==> src/rtl/mod_n_updown_counter.sv <==
// Modulo-N up/down counter with enable, saturating synchronous load, wrap or one-shot
// mode, combinational terminal-count flag and a registered carry/borrow pulse.
module mod_n_updown_counter #(
  parameter int unsigned WIDTH   = 4,
  parameter int unsigned MODULUS = 10
) (
  input  logic             clk,
  input  logic             a_reset_n,
  input  logic             start,
  input  logic             up_dn,
  input  logic             mode,
  input  logic             load,
  input  logic [WIDTH-1:0] load_val,
  output logic [WIDTH-1:0] count,
  output logic             tc,
  output logic             carry,
  output logic             done
);

  if ((MODULUS < 2) || (64'(MODULUS) > (64'd1 << WIDTH))) begin : g_bad_modulus
    $error("mod_n_updown_counter: MODULUS must satisfy 2 <= MODULUS <= 2**WIDTH");
  end

  localparam logic [WIDTH-1:0] MAX_VAL = WIDTH'(MODULUS - 1);

  typedef enum logic [1:0] {
    ST_IDLE = 2'd0,
    ST_RUN  = 2'd1,
    ST_DONE = 2'd2
  } state_e;

  state_e           state_q, state_d;
  logic [WIDTH-1:0] count_q, count_d;
  logic             carry_q, carry_d;
  logic             done_q,  done_d;

  logic [WIDTH-1:0] term_c;
  logic             at_term_c;
  logic [WIDTH-1:0] step_val_c;
  logic [WIDTH-1:0] wrap_val_c;

  // Terminal value and candidate next counts depend on the live direction input.
  always_comb begin
    term_c     = up_dn ? MAX_VAL : '0;
    at_term_c  = (count_q == term_c);
    step_val_c = up_dn ? (count_q + WIDTH'(1)) : (count_q - WIDTH'(1));
    wrap_val_c = up_dn ? '0 : MAX_VAL;
  end

  // Next-state logic: load beats stepping; carry only survives the wrapping edge.
  always_comb begin
    state_d = state_q;
    count_d = count_q;
    carry_d = 1'b0;
    done_d  = done_q;

    if (load) begin
      count_d = (load_val > MAX_VAL) ? MAX_VAL : load_val;
      done_d  = 1'b0;
      state_d = start ? ST_RUN : ST_IDLE;
    end else begin
      unique case (state_q)
        ST_IDLE, ST_RUN: begin
          if (start) begin
            if (!at_term_c) begin
              count_d = step_val_c;
              state_d = ST_RUN;
            end else if (!mode) begin
              count_d = wrap_val_c;
              carry_d = 1'b1;
              state_d = ST_RUN;
            end else begin
              done_d  = 1'b1;
              state_d = ST_DONE;
            end
          end else begin
            state_d = ST_IDLE;
          end
        end
        ST_DONE: begin
          if (!start) begin
            done_d  = 1'b0;
            state_d = ST_IDLE;
          end
        end
        default: begin
          done_d  = 1'b0;
          state_d = ST_IDLE;
        end
      endcase
    end
  end

  always_ff @(posedge clk or negedge a_reset_n) begin
    if (!a_reset_n) begin
      state_q <= ST_IDLE;
      count_q <= '0;
      carry_q <= 1'b0;
      done_q  <= 1'b0;
    end else begin
      state_q <= state_d;
      count_q <= count_d;
      carry_q <= carry_d;
      done_q  <= done_d;
    end
  end

  assign count = count_q;
  assign carry = carry_q;
  assign done  = done_q;
  assign tc    = at_term_c;

endmodule

==> config.mk <==
export PLATFORM = sky130hd
export DESIGN_NAME = mod_n_updown_counter
export DESIGN_NICKNAME = d
export VERILOG_FILES = /design/src/rtl/mod_n_updown_counter.sv
export SDC_FILE = /design/constraint.sdc
export NUM_CORES = 1
export LEC_CHECK = 0
export CAP_MARGIN = 20
export CORE_AREA = 2 2 41 43
export CTS_CLUSTER_SIZE = 30
export DETAILED_ROUTE_END_ITERATION = 10
export DIE_AREA = 0 0 43 45
export PLACE_DENSITY = 0.73
export SETUP_SLACK_MARGIN = 0.05
export SLEW_MARGIN = 40
export SYNTH_ARGS = -nofsm -noshare
export SYNTH_HDL_FRONTEND = slang
export SYNTH_SLANG_ARGS = --single-unit
==> constraint.sdc <==
create_clock -name clk -period 1.9 [get_ports clk]
set_input_delay 0.285 -clock clk [delete_from_list [all_inputs] [get_ports clk]]
set_output_delay 0.285 -clock clk [all_outputs]
set_load 0.02 [all_outputs]
==> results of run 1 <==
## what timing repair did
action | 4_1_cts | 5_1_grt
gates resized for setup | 8 | 1
gates cloned | 0 | 0
pin swaps | 1 | 0
setup buffers | 1 | 0
endpoints found under the setup margin | 2 | 2
hold buffers | 0 | 0
## layer usage
| metal | up-vias | track usage | wire, um | share of wire |
|---|---|---|---|---|
| li1 | 280 | - | - | - |
| met4 | 0 | 0.02424 | 0 | 0 |
| met3 | 0 | 0.07200 | 87 | 0.064 |
| met1 | 277 | 0.2180 | 566 | 0.42 |
| met2 | 21 | 0.2758 | 699 | 0.52 |
| met5 | - | 0 | 0 | 0 |
## layout make-up
cell class,instances,area (um^2)
tap,16,20.02
inverter,6,22.52
clock buffer,4,26.28
multi-input combinational,45,350.3
timing repair buffer,28,254.0
fill,143,594.3
sequential,8,203.9
## state kept, by name (all words and copies together) (netlist names)
signal,flops
done,1
count,4
carry,1
state_q,2
## final timing paths
| path | from | endpoint | slack (ns) | depth (start not counted) |
|---|---|---|---|---|
| max | count[0] | count[3] | 0.06 | 5 |
| min | a_reset_n | carry | 0.30 | 1 |
| max reg2reg | count[0] | count[3] | 0.06 | 5 |
| min reg2reg | done | done | 0.55 | 2 |
| max in group asynchronous | a_reset_n | count[1] | 1.30 | 1 |
| min in group clk | done | done | 0.55 | 2 |
## kinds of logic after synthesis
logic type / after synthesis
and+or+nand+nor: 24
AOI/OAI and AO/OA: 16
DFF: 8
buffers and inverters: 7
adders and majority gates: 3
xor gates and xnor gates: 1
muxes: 1
## critical path, delay by kind of cell, from the launching register on
kind                   cells  cell delay (ns)
and+or+nand+nor            1             0.36
AOI/OAI and AO/OA          3             0.81
buffers and inverters      1             0.15
DFF                        1             0.40
## report_power, final
part / internal [mW] / switching, mW / leakage [nW]
Clock: 0.0802 / 0.0565 / 0.0150
Combinational: 0.164 / 0.140 / 0.268
Sequential: 0.193 / 0.0207 / 0.0978
## cells in the final DEF, fill, tap and decap left out, types with 2 or more instances in the layout
cell             netlist  final
clkbuf_4               0      3
nand2_1                3      3
nor3_1                 2      2
nor2_1                 4      4
o21ai_0                5      5
dfrtp_1                8      5
dfrtp_2                0      3
nor3b_1                2      2
nand3_1                3      3
a21oi_1                2      2
nand3b_1               3      3
buf_4                  0     11
o21a_1                 2      2
inv_1                  6      5
buf_6                  0      2
clkdlybuf4s50_1        0     14
## per-stage QoR
stage | cells | setup slack [ns]
after floorplan | 60 | 0.05296
after global placement | 102 | -0.4945
after detailed placement | 102 | -0.5078
after CTS | 107 | 0.06051
after global routing | 107 | 0.01101
final | 107 | 0.05986
==> results.txt, run 1 <==
Power Total -> 0.6540 mW
top cell type's share of synthesized area -> 0.3548
CTS tree -> yes
die width -> 43 um
Arrival @ worst endpoint -> 1.98 ns
DRC Markers -> 0
First DRT Iteration DRCs -> 5
NumNets Final -> 105
Max Fclk -> 0.5434 GHz
total track usage -> 0.1696
H-tree depth -> 1
antenna violations before repair -> 0
Die Span Y -> 45 um
ys async rst share -> 1.000
worst hold path type -> in -> async
Clock transition at path regs -> 0.06 ns
Placer Congestion -> 0.8133
synth unique cells -> 30
setup repair after global routing missed its margin -> true
clk_lat worst skew -> 0.26 ns
root buf cell -> clkbuf_4
mux share of post-synthesis cell area -> 0.01774
Critical Path RT -> 2.04 ns
crit path launch type -> flop
# rows -> 14
compound-gate portion of the synthesized area -> 0.2373
total CTS buffers -> 3
gr ovfl total -> 0
CP Capture Type -> flop
Placed Instance Area -> 839.6 um^2
vias in the first global route -> 576
Max VDD drop -> 0.0003948 V
Slew Limit Fails -> 0
Layout area overhead -> 55.43%
min cycle time layout -> 1.840 ns
max incr delay on CP -> 0.40 ns
Final setup viols -> 0
WHS -> 0.3033 ns
wirelength, routed -> 1.353 mm
Synth warnings -> 0
critical path, cell by cell -> or3_4, a211o_2, buf_4, a311o_2, o311a_2
Post-Syn Area per Cell -> 9.405 um^2
Post-Synth Adder-Cell Area -> 0.07982
drt wl/cell -> 12.64 um
detailed placement HPWL -> 1.060 mm
Synth area leaders -> dfrtp_1 35%, a2111oi_4 4.9%, ha_1 4.4%
Synth Area in Simple Gates -> 0.2483
Clock Skew -> 0.01121 ns
CTS Buffer Depth -> 2
Mapped Area -> 564.3 um^2
LEAKAGE -> 0.3807 nW
clk sinks -> 8
top-count cell post-synth -> dfrtp_1
die footprint -> 1935 um^2
n_diodes -> 0
Hold Vio Cnt, Final -> 0
Post-synth EDFFs -> 0
power per cell area -> 745.7 nW/um^2
layout cells sized above 1 -> 0.2857
Syn Nets -> 73
Synth area leader -> dfrtp_1
sequential share of the synthesized area -> 0.3548
outcome -> finished, final reports clean
Port Buffer Count -> 16
core area -> 1471 um^2
IO Pins -> 17
via density per instance -> 5.402
Initial Utilization -> 0.3835
largest family of logic cells by synthesized area -> simple AND/OR/NAND/NOR gates
Synth Area in XOR/XNOR -> 0.01552
commonest cells in the netlist -> 8 x dfrtp_1, 6 x inv_1, 5 x o21ai_0
Critical Path Fanout Max -> 4
first-pass GRT wire length -> 2.428 mm
maximum capacitance violations -> 0
crit share post-route -> 0.9685
top_reg_cell synth -> dfrtp_1
Worst Max-Slew Pin Slew -> 0.3603 ns
via count -> 578
largest net degree at the start of global routing -> 13
CP max stage cell -> dfrtp_2
Pre-Repair DR Iteration Count -> 4
post-route cell area -> 877.1 um^2
slew margin rel. -> 0.7591
Synth Register Bits -> 8
setup TNS -> 0 ns
Mapped Cells -> 60
CP Class -> reg -> reg
fin util -> 0.5961
antenna-violating nets left -> 0
(Power assumes the default switching activity.)
==> run 2, diff against run 1 <==
--- a/config.mk
+++ b/config.mk
@@ -10,7 +10,7 @@
 export CTS_CLUSTER_SIZE = 30
 export DETAILED_ROUTE_END_ITERATION = 10
 export DIE_AREA = 0 0 43 45
-export PLACE_DENSITY = 0.73
+export PLACE_DENSITY = 0.7
 export SETUP_SLACK_MARGIN = 0.05
 export SLEW_MARGIN = 40
 export SYNTH_ARGS = -nofsm -noshare
==> run 2 against run 1 <==
Compared with the run above: sequential share of layout area down 1.9 points; core utilization up 5.3 points; critical path depth unchanged; cell count up 2.8%; worst setup slack worse by 0.015 ns; first-iteration DRC count rose to 2.8 times the previous value; non-clock buffer count up 3; fmax down 0.79%; design area up 8.8%; clock-buffer cell count unchanged; highest routed layer is now met4.
==> results.txt, run 2 (synthesis gave the netlist of run 1 again) <==
antenna-violating nets left -> 0
die footprint -> 1935 um^2
layout cells sized above 1 -> 0.3617
Worst Max-Slew Pin Slew -> 0.3637 ns
crit path launch type -> flop
root buf cell -> clkbuf_4
crit share post-route -> 0.9762
Port Buffer Count -> 16
via count -> 605
Most Crowded Layer GR -> met2
slew margin rel. -> 0.7567
total CTS buffers -> 3
max incr delay on CP -> 0.43 ns
Power Total -> 0.7150 mW
Pre-Repair DR Iteration Count -> 4
Slew Limit Fails -> 0
gr ovfl total -> 0
Placer Congestion -> 0.7670
commonest cells after routing, fill and taps aside -> 14 x clkdlybuf4s50_1, 13 x buf_4, 5 x o21ai_0, 5 x dfrtp_1
antenna violations before repair -> 0
R2R setup slack -> 0.05 ns
Fill cells -> 130
CTS tree -> yes
CP Capture Type -> flop
Final setup viols -> 0
Max Fclk -> 0.5391 GHz
IO Pins -> 17
setup TNS -> 0 ns
met1 usage -> 0.2286
GR Util met2 -> 0.3212
n_diodes -> 0
via density per instance -> 5.500
# rows -> 14
drt wl/cell -> 14.70 um
power per cell area -> 749.0 nW/um^2
multi-input logic area -> 395.4 um^2
min cycle time layout -> 1.855 ns
FF/Latch Area -> 203.9 um^2
worst hold path type -> in -> async
pre-CTS setup slack -> -0.5153 ns
first-pass GRT wire length -> 2.649 mm
detailed placement HPWL -> 1.133 mm
vias in the first global route -> 580
CP Class -> reg -> reg
Clock Skew -> 0.009824 ns
maximum capacitance violations -> 0
Die Span Y -> 45 um
final setup margin -> 0.04522 ns
DRC Markers -> 0
wirelength, routed -> 1.617 mm
clk_lat worst skew -> 0.26 ns
LEAKAGE -> 0.3990 nW
Arrival @ worst endpoint -> 1.99 ns
largest net degree at the start of global routing -> 13
H-tree depth -> 1
met3 usage in global routing -> 0.04400
clk sinks -> 8
Hold Buf Count CTS -> 0
CP max stage cell -> dfrtp_2
Hold Vio Cnt, Final -> 0
Clock transition at path regs -> 0.06 ns
Initial Utilization -> 0.3835
Cells after DPL -> 103
die width -> 43 um
outcome -> finished, final reports clean
non-filler cells in the finished layout -> 110
Critical Path RT -> 2.04 ns
Layout area overhead -> 69.18%
critical path, cell by cell -> ha_4, and3_4, or3_4, a311o_2, o311a_4
setup repair after global routing missed its margin -> true
commonest non-fill, non-tap cell in the layout -> clkdlybuf4s50_1
NumNets Final -> 108
First DRT Iteration DRCs -> 14
Max VDD drop -> 0.0002939 V
CTS Buffer Depth -> 2
Critical Path Fanout Max -> 3
core area -> 1471 um^2
total track usage -> 0.1910
max FFs per register -> 4
run 2: critical path, delay by kind of cell (launching register included):
| family | cells | cell delay, ns |
|---|---|---|
| AO/OA/AOI/OAI | 2 | 0.53 |
| adder cells (fa/ha/maj) | 1 | 0.23 |
| flip-flops | 1 | 0.43 |
| AND/OR/NAND/NOR | 2 | 0.54 |
run 2: metal layers:
layer  routed length, um  vias up
li1                    -      287
met1                 666      291
met2                 829       23
met3                  93        4
met4                  27        0
met5                   0        -
run 2: per-stage QoR:
stage                     hold WS [ns]    util  cell area (um^2)
after floorplan               -0.01059       -             580.6
after global placement          0.5370  0.5757             847.1
after CTS                       0.3030  0.6420             944.7
after global routing            0.3285  0.6488             954.7
after detailed placement        0.5577  0.5757             847.1
final                           0.2980  0.6488             954.7
run 2: timing repair:
| item | CTS | global route |
|---|---|---|
| cloned | 0 | 0 |
| buffers inserted | 3 | 0 |
| setup endpoints to repair | 3 | 3 |
| pin swaps | 5 | 1 |
| endpoints found under the hold margin | 0 | 0 |
| gates resized for setup | 18 | 2 |
run 2: path summary, 6_finish.rpt:
kind,from,endpoint,depth (start not counted)
min in group clk,done,done,2
hold / removal,a_reset_n,state_q[1],1
setup reg to reg,count[2],count[3],5
hold reg to reg,done,done,2
max in group asynchronous,a_reset_n,count[1],1
setup / recovery,count[2],count[3],5
run 2: area by class of cell:
| class | count | area share |
|---|---|---|
| Timing Repair Buffer | 31 | 0.2949 |
| Multi-Input combinational cell | 45 | 0.4142 |
| Inverter | 6 | 0.02883 |
| Tap cell | 16 | 0.02097 |
| Clock buffer | 4 | 0.02752 |
| Sequential cell | 8 | 0.2136 |
run 2: power by group:
group / internal [mW] / switching, mW / leakage (nW) / total (mW)
clock: 0.0805 / 0.0607 / 0.0150 / 0.141
sequential: 0.193 / 0.0166 / 0.0978 / 0.209
combinational: 0.199 / 0.166 / 0.286 / 0.365
total: 0.472 / 0.243 / 0.399 / 0.715
